===== src/rtl/sdram_arb_pkg.sv =====
// Shared types and constants for the SDRAM slot arbiter.
// Latency: n/a (declarations only).
// Backpressure: n/a.
package sdram_arb_pkg;

    localparam int SDRAM_ADDR_W = 25;
    // clk cycles per clkref period, i.e. per SDRAM slot
    localparam int SLOT_CLKS    = 16;

    typedef enum logic [1:0] {
        GNT_NONE = 2'd0,
        GNT_PPU  = 2'd1,
        GNT_CPU  = 2'd2,
        GNT_LD   = 2'd3
    } gnt_t;

endpackage


===== src/rtl/sdram_arb_pick.sv =====
// Priority picker choosing the owner of the next SDRAM slot.
// Latency: purely combinational.
// Backpressure: none; the requester that just completed is masked for one slot.
module sdram_arb_pick
    import sdram_arb_pkg::*;
(
    input  logic ppu_req_i,
    input  logic cpu_req_i,
    input  logic ld_req_i,
    input  gnt_t done_gnt_i,
    input  logic force_idle_i,
    input  logic ld_promote_i,
    output gnt_t next_gnt_o
);

    logic ppu_ok;
    logic cpu_ok;
    logic ld_ok;

    // Refresh idle first, then a starved loader, then PPU > CPU > LD.
    always_comb begin
        ppu_ok     = ppu_req_i && (done_gnt_i != GNT_PPU);
        cpu_ok     = cpu_req_i && (done_gnt_i != GNT_CPU);
        ld_ok      = ld_req_i  && (done_gnt_i != GNT_LD);
        next_gnt_o = GNT_NONE;
        if (force_idle_i) begin
            next_gnt_o = GNT_NONE;
        end else if (ld_promote_i && ld_ok) begin
            next_gnt_o = GNT_LD;
        end else if (ppu_ok) begin
            next_gnt_o = GNT_PPU;
        end else if (cpu_ok) begin
            next_gnt_o = GNT_CPU;
        end else if (ld_ok) begin
            next_gnt_o = GNT_LD;
        end
    end

endmodule


===== src/rtl/sdram_slot_arbiter.sv =====
// Shares one 8-bit SDRAM controller between PPU reads, CPU reads/writes and loader writes, one access per clkref slot.
// Latency: a request seen on a clkref rising edge is granted on that edge and acked on the next edge (one slot).
// Backpressure: requests are level-held until their ack pulse; forced refresh idles and loader promotion bound the wait.
module sdram_slot_arbiter
    import sdram_arb_pkg::*;
#(
    parameter int ADDR_W        = SDRAM_ADDR_W,
    parameter int REFRESH_SLOTS = 8,
    parameter int LD_MAX_WAIT   = 4
) (
    input  logic              clk,
    input  logic              reset,
    input  logic              clkref,
    input  logic              ppu_req,
    input  logic [ADDR_W-1:0] ppu_addr,
    output logic              ppu_ack,
    output logic [7:0]        ppu_dout,
    input  logic              cpu_req,
    input  logic              cpu_we,
    input  logic [ADDR_W-1:0] cpu_addr,
    input  logic [7:0]        cpu_din,
    output logic              cpu_ack,
    output logic [7:0]        cpu_dout,
    input  logic              ld_req,
    input  logic [ADDR_W-1:0] ld_addr,
    input  logic [7:0]        ld_din,
    output logic              ld_ack,
    output logic [ADDR_W-1:0] sd_addr,
    output logic              sd_we,
    output logic [7:0]        sd_din,
    output logic              sd_oeA,
    output logic              sd_oeB,
    input  logic [7:0]        sd_doutA,
    input  logic [7:0]        sd_doutB
);

    // Both limits are at most 255, so 8-bit counters suffice.
    localparam int CNT_W = 8;
    localparam logic [CNT_W-1:0] RUN_MAX  = CNT_W'(REFRESH_SLOTS);
    localparam logic [CNT_W-1:0] WAIT_MAX = CNT_W'(LD_MAX_WAIT);

    logic              clkref_q;
    gnt_t              gnt_q,      gnt_d;
    logic [CNT_W-1:0]  run_cnt_q,  run_cnt_d;
    logic [CNT_W-1:0]  ld_wait_q,  ld_wait_d;
    logic              ppu_ack_q,  ppu_ack_d;
    logic              cpu_ack_q,  cpu_ack_d;
    logic              ld_ack_q,   ld_ack_d;
    logic [7:0]        ppu_dout_q, ppu_dout_d;
    logic [7:0]        cpu_dout_q, cpu_dout_d;
    logic [ADDR_W-1:0] sd_addr_q,  sd_addr_d;
    logic [7:0]        sd_din_q,   sd_din_d;
    logic              sd_we_q,    sd_we_d;
    logic              sd_oeA_q,   sd_oeA_d;
    logic              sd_oeB_q,   sd_oeB_d;

    logic slot_edge;
    logic force_idle;
    logic ld_promote;
    gnt_t pick_gnt;

    assign slot_edge  = clkref & ~clkref_q;
    assign force_idle = (run_cnt_q == RUN_MAX);
    assign ld_promote = ld_req && (ld_wait_q == WAIT_MAX);

    sdram_arb_pick u_pick (
        .ppu_req_i    (ppu_req),
        .cpu_req_i    (cpu_req),
        .ld_req_i     (ld_req),
        .done_gnt_i   (gnt_q),
        .force_idle_i (force_idle),
        .ld_promote_i (ld_promote),
        .next_gnt_o   (pick_gnt)
    );

    // On a slot edge: retire the current owner, grant the next one and latch its request.
    always_comb begin
        gnt_d      = gnt_q;
        run_cnt_d  = run_cnt_q;
        ld_wait_d  = ld_wait_q;
        ppu_ack_d  = 1'b0;
        cpu_ack_d  = 1'b0;
        ld_ack_d   = 1'b0;
        ppu_dout_d = ppu_dout_q;
        cpu_dout_d = cpu_dout_q;
        sd_addr_d  = sd_addr_q;
        sd_din_d   = sd_din_q;
        sd_we_d    = sd_we_q;
        sd_oeA_d   = sd_oeA_q;
        sd_oeB_d   = sd_oeB_q;
        if (slot_edge) begin
            case (gnt_q)
                GNT_PPU: begin
                    ppu_ack_d  = 1'b1;
                    ppu_dout_d = sd_doutB;
                end
                GNT_CPU: begin
                    cpu_ack_d = 1'b1;
                    // sd_oeA marks the finishing CPU slot as a read
                    if (sd_oeA_q) begin
                        cpu_dout_d = sd_doutA;
                    end
                end
                GNT_LD:  ld_ack_d = 1'b1;
                default: ;
            endcase

            gnt_d    = pick_gnt;
            sd_we_d  = 1'b0;
            sd_oeA_d = 1'b0;
            sd_oeB_d = 1'b0;
            case (pick_gnt)
                GNT_PPU: begin
                    sd_oeB_d  = 1'b1;
                    sd_addr_d = ppu_addr;
                end
                GNT_CPU: begin
                    sd_addr_d = cpu_addr;
                    if (cpu_we) begin
                        sd_we_d  = 1'b1;
                        sd_din_d = cpu_din;
                    end else begin
                        sd_oeA_d = 1'b1;
                    end
                end
                GNT_LD: begin
                    sd_we_d   = 1'b1;
                    sd_addr_d = ld_addr;
                    sd_din_d  = ld_din;
                end
                default: ;
            endcase

            if (pick_gnt == GNT_NONE) begin
                run_cnt_d = '0;
            end else if (run_cnt_q != RUN_MAX) begin
                run_cnt_d = run_cnt_q + 1'b1;
            end

            if (!ld_req || (pick_gnt == GNT_LD)) begin
                ld_wait_d = '0;
            end else if (ld_wait_q != WAIT_MAX) begin
                ld_wait_d = ld_wait_q + 1'b1;
            end
        end
    end

    // State and output registers; reset abandons any in-flight slot without an ack.
    always_ff @(posedge clk) begin
        if (reset) begin
            clkref_q   <= 1'b0;
            gnt_q      <= GNT_NONE;
            run_cnt_q  <= '0;
            ld_wait_q  <= '0;
            ppu_ack_q  <= 1'b0;
            cpu_ack_q  <= 1'b0;
            ld_ack_q   <= 1'b0;
            ppu_dout_q <= '0;
            cpu_dout_q <= '0;
            sd_addr_q  <= '0;
            sd_din_q   <= '0;
            sd_we_q    <= 1'b0;
            sd_oeA_q   <= 1'b0;
            sd_oeB_q   <= 1'b0;
        end else begin
            clkref_q   <= clkref;
            gnt_q      <= gnt_d;
            run_cnt_q  <= run_cnt_d;
            ld_wait_q  <= ld_wait_d;
            ppu_ack_q  <= ppu_ack_d;
            cpu_ack_q  <= cpu_ack_d;
            ld_ack_q   <= ld_ack_d;
            ppu_dout_q <= ppu_dout_d;
            cpu_dout_q <= cpu_dout_d;
            sd_addr_q  <= sd_addr_d;
            sd_din_q   <= sd_din_d;
            sd_we_q    <= sd_we_d;
            sd_oeA_q   <= sd_oeA_d;
            sd_oeB_q   <= sd_oeB_d;
        end
    end

    assign ppu_ack  = ppu_ack_q;
    assign cpu_ack  = cpu_ack_q;
    assign ld_ack   = ld_ack_q;
    assign ppu_dout = ppu_dout_q;
    assign cpu_dout = cpu_dout_q;
    assign sd_addr  = sd_addr_q;
    assign sd_din   = sd_din_q;
    assign sd_we    = sd_we_q;
    assign sd_oeA   = sd_oeA_q;
    assign sd_oeB   = sd_oeB_q;

endmodule


===== config.mk =====
export PLATFORM = sky130hd
export DESIGN_NAME = sdram_slot_arbiter
export DESIGN_NICKNAME = d
export VERILOG_FILES = /design/src/rtl/sdram_arb_pkg.sv /design/src/rtl/sdram_arb_pick.sv /design/src/rtl/sdram_slot_arbiter.sv
export SDC_FILE = /design/constraint.sdc
export NUM_CORES = 1
export LEC_CHECK = 0
export ABC_AREA = 1
export ABC_CLOCK_PERIOD_IN_PS = 4250
export BUFFER_PORTS_ARGS = -buffer_cell sky130_fd_sc_hd__buf_2
export CORE_MARGIN = 2
export CORE_UTILIZATION = 37
export CTS_BUF_LIST = sky130_fd_sc_hd__clkbuf_8
export CTS_CLUSTER_SIZE = 10
export DETAILED_ROUTE_END_ITERATION = 7
export GPL_TIMING_DRIVEN = 0
export PLACE_DENSITY = 0.63
export RECOVER_POWER = 50
export SLEW_MARGIN = 5
export SYNTH_ARGS = -nofsm -noshare
export SYNTH_HDL_FRONTEND = slang
export SYNTH_HIERARCHICAL = 1
export SYNTH_SLANG_ARGS = --single-unit

===== constraint.sdc =====
create_clock -name clk -period 4.25 [get_ports clk]
set_input_delay 0.85 -clock clk [delete_from_list [all_inputs] [get_ports clk]]
set_output_delay 0.85 -clock clk [all_outputs]
set_load 0.01 [all_outputs]

==> metrics.txt, run 1 <==
Worst path most repeated cell nand2_2; proportion of synthesized chip area in sequential cells 0.4242; CTS resizes 0; pwr dens 355.5 mW/mm^2; clock share of power 0.378; worst r2r src ld_wait_q[0]; Routed Wire Length about 11,000 microns; Clock Sink Count 74; global-route usage over all layers 0.2149; net count reported at finish between 800 and 900; starting density of the core 0.3797; Register-to-Register Path Depth 13; vertical die dimension about 100 microns; mean number of vias per cell about 5; average wire per standard cell 13.46 microns; CTS H-Tree Depth 3; Power Internal around 1200 uW; synthesized area divided by synthesized cell count between 6 and 7 sq um; detailed placer's ending HPWL 8529 microns; Worst slew margin 0.6541; number of enable-type register cells in the synthesized netlist 0; clk slew on worst S/H paths 0.07 ns; final routed DRC violation total 0; total global routing overflow 0; ports placed on the boundary between 150 and 200; share of the clock period used by the worst path after layout 0.6203; number of standard-cell rows in the floorplan 35; switching part of the total power 0.2822; max_cap viols 0; placer congestion estimate roughly 0.9; cts-stage hold buffer count 0; die width 101.2 microns; setup slack after layout approximately 1.6 ns; multi-input logic area between 0.0015 and 0.002 sq mm; sort of element at the end of the critical path flop; setup slack at placement ~1.3 ns; min-delay src sd_we; clock tree from TritonCTS done; signed area change from the synthesized netlist to the final layout 32.50%; Max Fanout on Critical Path 10; leading register cell type out of synthesis dfxtp_1; number of buffers created by CTS 9; Final Slew Violations 0; leakage power summed over all cells between 0.002 and 0.0025 uW; final period demand of the worst path ~2.6 ns; Setup Fix Bufs, Post-CTS 0; type of the setup path with the least slack reg -> reg; actual slew at the worst max-slew pin 0.5170 ns; IR Drop Worst-Case VDD around 0.00019 V; Critical Path Slowest Stage Cell nor2_1; clock buffer depth 2; CTS Root Buffer Type clkbuf_8; relative contribution of combinational cells to total power 0.165; DRC violation total after the first TritonRoute iteration approximately 140; maximum operating frequency 379.3 MHz; Seq cells post-synth 74; number of antenna violations at the first check in global routing 0; DIE AREA 0.01023 sq mm; Critical Path Max Stage Delay roughly 0.43 ns; cell-by-cell trace of the critical path inv_1 > ha_1 > nand3_1 > nor3_1 > a21oi_1 > nor2_1 > nand2_2 > nand2_2 > inv_1 > nand2_2 > nand2_2 > nand2_1 > a21oi_1; final setup violation count 0; path type of the worst min-delay path reg -> reg; input/output buffers between 150 and 200; syn nets around 630; pin count of the biggest net entering global routing 14; cell area after technology mapping roughly 0.0035 sq mm; count leader, synth nand2_1; number of diodes added for antenna fixing 0; hold depth 2; top cell type's share of synthesized area 0.4242; fraction of final layout cells with drive strength greater than 1 0.2136; Seq pwr share 0.457; async set or reset register ratio after synthesis 0; worst reg-to-reg setup slack 1.61 ns; run status finished clean; switching component of the power around 460 uW; total negative slack for setup checks 0 ns; Synth area leader dfxtp_1; Layout Skew between 0.01 and 0.015 ns; cell types occupying the most area after synthesis dfxtp_1, nand2_1, nor2_1, o21ai_0, a41oi_1; worst hold path endpoint sd_we; vias after detailed routing about 4k; startpoint type of the worst setup path flop; top cell types by occurrence after synthesis nand2_1, nor2_1, dfxtp_1; required arrival time at the worst endpoint roughly 4.5 ns; cells after synthesis around 510; RSZ-0062 raised after global routing no; count of endpoints failing hold in the final timing report 0; wire length of the first global-routing pass about 18,000 microns; data arrival at the endpoint of the critical path around 2.8 ns; fill cell total of the finished layout about 970; source-to-sink clock delay at the later pin of the worst-skew pair 0.34 ns; via count of the first global-routing pass 3,765; remaining antenna violation count after routing 0; total iterations of the first detailed-routing run 4; number of warnings issued by yosys 6; flip-flop and latch area 0.001481 sq mm; post-synth cell types 23; worst reg2reg path endpoint ld_wait_q[0]; core outline area between 0.009 and 0.01 sq mm
[critical path, delay by kind of cell (launching register included)]
kind / cells / cell delay [ns]
DFF: 1 / 0.34
adders and majority gates: 1 / 0.16
AOI/OAI and AO/OA: 2 / 0.17
and+or+nand+nor: 8 / 1.63
buffers and inverters: 2 / 0.20
[metal layers]
| metal | part of all wire | vias to the layer above | GRT usage | routed length [microns] |
|---|---|---|---|---|
| met2 | 0.48 | 145 | 0.3571 | 5232 |
| li1 | - | 2021 | - | - |
| met1 | 0.43 | 1829 | 0.2723 | 4647 |
| met3 | 0.066 | 19 | 0.05038 | 717 |
| met4 | 0.020 | 0 | 0.07900 | 221 |
| met5 | 0 | - | 0 | 0 |
[metrics by stage]
step	area (sq um)	utilization	hold WS (ns)	instances	total power, uW
3_5_place_dp	4472	0.4863	0.4586	788	1047
2_1_floorplan	3492	-	0.4529	509	915.0
5_1_grt	4627	0.5031	0.5053	804	1728
6_report	4627	0.5031	0.4663	804	1645
4_1_cts	4698	0.5109	0.4694	804	1664
3_3_place_gp	4472	0.4863	0.4554	788	1046
[placed cells by master, fill, tap and decap left out, types with 2 or more instances in the layout]
cell type   count
nand2_1       161
buf_2         119
nor2_1         80
dfxtp_1        74
clkbuf_1       69
o21ai_0        48
inv_1          29
a41oi_1        25
a21oi_1        20
nand3_1        16
clkbuf_8       10
xor2_1          6
nor3_1          5
nand2_2         4
ha_1            4
inv_2           3
nor2_4          3
o21ai_1         3
a21oi_2         2
nand4_1         2
bufinv_16       2
clkinvlp_4      2
[power groups by stage]
| stage | sequential (uW) | combinational, uW | clock, uW |
|---|---|---|---|
| after floorplan | 780 | 136 | 0 |
| after global placement | 766 | 280 | 0 |
| after detailed placement | 766 | 281 | 0 |
| after CTS | 751 | 282 | 631 |
| after global routing | 757 | 305 | 666 |
| final | 752 | 271 | 622 |
[area by class of cell]
type / instances / share of cell area
timing repair buffer: 168 / 0.1668
inverter: 32 / 0.02596
clock buffer: 10 / 0.02975
buffer: 22 / 0.02109
clock inverter: 6 / 0.01920
multi-input combinational: 381 / 0.3870
tap: 111 / 0.03002
sequential: 74 / 0.3202
[cell families (layout without fill, tap and decap cells)]
logic type | count (synthesis) | after routing | synth area share
simple gates | 273 | 273 | 0.3146
compound gates | 98 | 98 | 0.1695
flops | 74 | 74 | 0.4242
buf+inv | 54 | 238 | 0.06234
xor+xnor | 6 | 6 | 0.01505
fa+ha+maj | 4 | 4 | 0.01433
[sequential cells by signal, summed over array words and instances, names as in the netlist, 2 cells and up]
register	flops
sd_din	8
gnt_q	2
sd_addr	25
run_cnt_q	8
ppu_dout	8
ld_wait_q	8
cpu_dout	8
[how the worst max path moves through the flow]
stage / from / end / slack, ns / cells past startpoint
global placement: ld_req / ld_wait_q[0] / 1.38 / 12
CTS: ld_wait_q[0] / sd_addr[21] / 1.68 / 11
detailed placement: ld_req / sd_addr[21] / 1.34 / 10
floorplan: ld_req / ld_wait_q[5] / 1.92 / 11
finish: ld_wait_q[0] / ld_wait_q[0] / 1.61 / 13
global route: ld_wait_q[0] / sd_addr[20] / 1.34 / 11
No activity file was read; power rests on OpenSTA's default activity.
==> run 2, diff against run 1 <==
- ABC_CLOCK_PERIOD_IN_PS: 4250 -> 2100
- PLACE_DENSITY: 0.63 -> 0.66
- clock period: 4.25 -> 2.1 ns (I/O delays scaled with it)
==> run 2 against run 1 <==
Non-clock buffer count up 18. Setup slack worse by 1.5 ns. Sequential share of layout area down 2.0 points. Sequential power up 100%. Power up 100%. Critical path depth up 2. Flip-flop and latch count unchanged. Critical endpoint is now sd_addr[21]. Register-to-register slack worse by 1.5 ns. Via count up 1.9%. Die area unchanged. Critical path type unchanged. Fmax up 32%.
==> metrics.txt, run 2 (same netlist as run 1, synthesis figures left out) <==
most common cell after layout, fill and taps aside nand2_1; number of diodes added for antenna fixing 0 (unchanged); sort of element at the end of the critical path flop; actual slew at the worst max-slew pin 0.5690 ns (+0.05201 ns); total iterations of the first detailed-routing run 4 (unchanged); remaining antenna violation count after routing 0 (unchanged); final period demand of the worst path 1.991 ns (-0.6455 ns); Max Fanout on Critical Path 8 (-2); RSZ-0062 raised after global routing yes; fraction of final layout cells with drive strength greater than 1 0.2827 (+0.06914); global-route usage over all layers 0.2150 (about the same); Post-Route Hold Slack 0.2825 ns (-0.1838 ns); die width 101.2 microns (unchanged); vias after detailed routing 4,091 (+1.9%); share of the clock period used by the worst path after layout 0.9481 (+0.3277); final routed DRC violation total 0 (unchanged); Clock Sink Count 74 (unchanged); DIE AREA 0.01023 sq mm (unchanged); ports placed on the boundary 169 (unchanged); core outline area 0.009196 sq mm (unchanged); vertical die dimension 101.2 microns (unchanged); number of antenna violations at the first check in global routing 0 (unchanged); net count reported at finish 824 (+2.2%); max_cap viols 0 (unchanged); source-to-sink clock delay at the later pin of the worst-skew pair 0.35 ns (about the same); placer congestion estimate 0.9084 (+1.7%); mean number of vias per cell 4.977 (-0.31%); IR Drop Worst-Case VDD 0.0003144 V (+65%); via count of the first global-routing pass 3,814 (+1.3%); data arrival at the endpoint of the critical path 2.27 ns (-0.57 ns); number of standard-cell rows in the floorplan 35 (unchanged); wire length of the first global-routing pass 17,480 microns (-0.47%); leakage power summed over all cells 0.002214 uW (+7.5%); pin count of the biggest net entering global routing 14 (unchanged); cts-stage hold buffer count 0 (unchanged); type of the setup path with the least slack reg -> reg; most frequent cells in the layout nand2_1, buf_2, nor2_1; clock share of power 0.338 (-0.040); dpl cells 788 (unchanged); number of buffers created by CTS 9 (unchanged); CTS Root Buffer Type clkbuf_8; signed area change from the synthesized netlist to the final layout 42.49%; clock tree from TritonCTS done; Worst slew margin 0.6193 (-0.03480); fill cell total of the finished layout 966 (-0.21%); Seq pwr share 0.462 (+0.005); maximum operating frequency 502.3 MHz (+32%); clk slew on worst S/H paths 0.09 ns (+0.02 ns); Final Slew Violations 0 (unchanged); path type of the worst min-delay path in -> reg; total global routing overflow 0 (unchanged); switching component of the power 990.8 uW (+110%); flip-flop count of the largest register after layout 25 (unchanged); average wire per standard cell 13.69 microns (+1.7%); required arrival time at the worst endpoint 2.38 ns (-2.07 ns); final setup violation count 0 (unchanged); pwr dens 662.2 mW/mm^2 (+86%); Non-Filler Instances 822 (+2.2%); clock buffer depth 2 (unchanged); switching part of the total power 0.3007 (+0.01852); Power Internal 2304 uW (+95%); DRC violation total after the first TritonRoute iteration 201 (+43%); CTS H-Tree Depth 3 (unchanged); run status finished clean; count of endpoints failing hold in the final timing report 0 (unchanged); starting density of the core 0.3797 (unchanged); Routed Wire Length 11,250 microns (+4.0%); input/output buffers 168 (unchanged); startpoint type of the worst setup path flop; worst reg-to-reg setup slack 0.11 ns (-1.50 ns); relative contribution of combinational cells to total power 0.200 (+0.035); detailed placer's ending HPWL 8306 microns (-2.6%); Layout Skew 0.01123 ns (+0.0009583 ns)
[run 2: cell count changes in the layout (fill, tap and decap cells not counted), sizes merged]
cell      delta
buf         +21
clkbuf       -4
inv          +2
bufinv       -1
clkinv       +1
clkinvlp     -1
[run 2: layout make-up]
cell class | count | area [sq um] | area share
Clock inverter | 7 | 68.82 | 0.01383
Buffer | 22 | 156.4 | 0.03143
Inverter | 32 | 122.6 | 0.02464
Sequential cell | 74 | 1495 | 0.3005
Multi-Input combinational cell | 381 | 1931 | 0.3880
Tap cell | 111 | 138.9 | 0.02791
Clock buffer | 9 | 123.9 | 0.02489
Timing Repair Buffer | 186 | 939.7 | 0.1888
[run 2: power groups by stage]
| stage | registers, uW | logic, uW | clock network, uW |
|---|---|---|---|
| after floorplan | 1580 | 274 | 0 |
| final | 1520 | 659 | 1110 |
| after global placement | 1550 | 567 | 0 |
| after detailed placement | 1550 | 573 | 0 |
| after CTS | 1520 | 630 | 1140 |
| after global routing | 1530 | 730 | 1200 |
[run 2: layer usage]
metal,vias to the layer above,wire [microns],GRT usage
li1,2060,-,-
met1,1872,4808,0.2671
met2,139,5510,0.3627
met3,20,705,0.05107
met4,0,228,0.08004
met5,-,0,0
[run 2: metrics by stage]
step	area, sq um	setup slack (ns)	power, uW	utilization	setup TNS [ns]
2_1_floorplan	3492	0.02475	1852	-	0
3_3_place_gp	4472	-0.3938	2115	0.4863	-15.93
3_5_place_dp	4472	-0.4325	2122	0.4863	-18.01
4_1_cts	4866	0.001726	3289	0.5291	0
5_1_grt	4976	-0.01383	3463	0.5411	-0.07561
6_report	4976	0.1090	3295	0.5411	0
[run 2: timing repair]
item | 4_1_cts | 5_1_grt
endpoints found under the setup margin | 52 | 52
buffers inserted | 7 | 9
cloned | 2 | 0
resized for setup | 37 | 50
pin swaps | 6 | 13
[run 2: final timing paths]
check,startpoint,depth (start not counted),endpoint
max,ld_wait_q[0],15,sd_addr[21]
min,sd_doutA[7],3,cpu_dout[7]
max reg2reg,ld_wait_q[0],15,sd_addr[21]
min reg2reg,run_cnt_q[0],1,run_cnt_q[0]
[run 2: worst max-delay path, cell delays in order, from the launching register on]
cell     delay (ns)
dfxtp_2        0.33
inv_2          0.07
ha_4           0.13
nand3_4        0.09
nor3_4         0.14
nand3_1        0.09
nand3_1        0.07
nand2_1        0.05
inv_1          0.06
buf_6          0.14
nor2_4         0.05
nor2_4         0.14
buf_12         0.15
buf_8          0.13
o21ai_0        0.08
a41oi_1        0.19
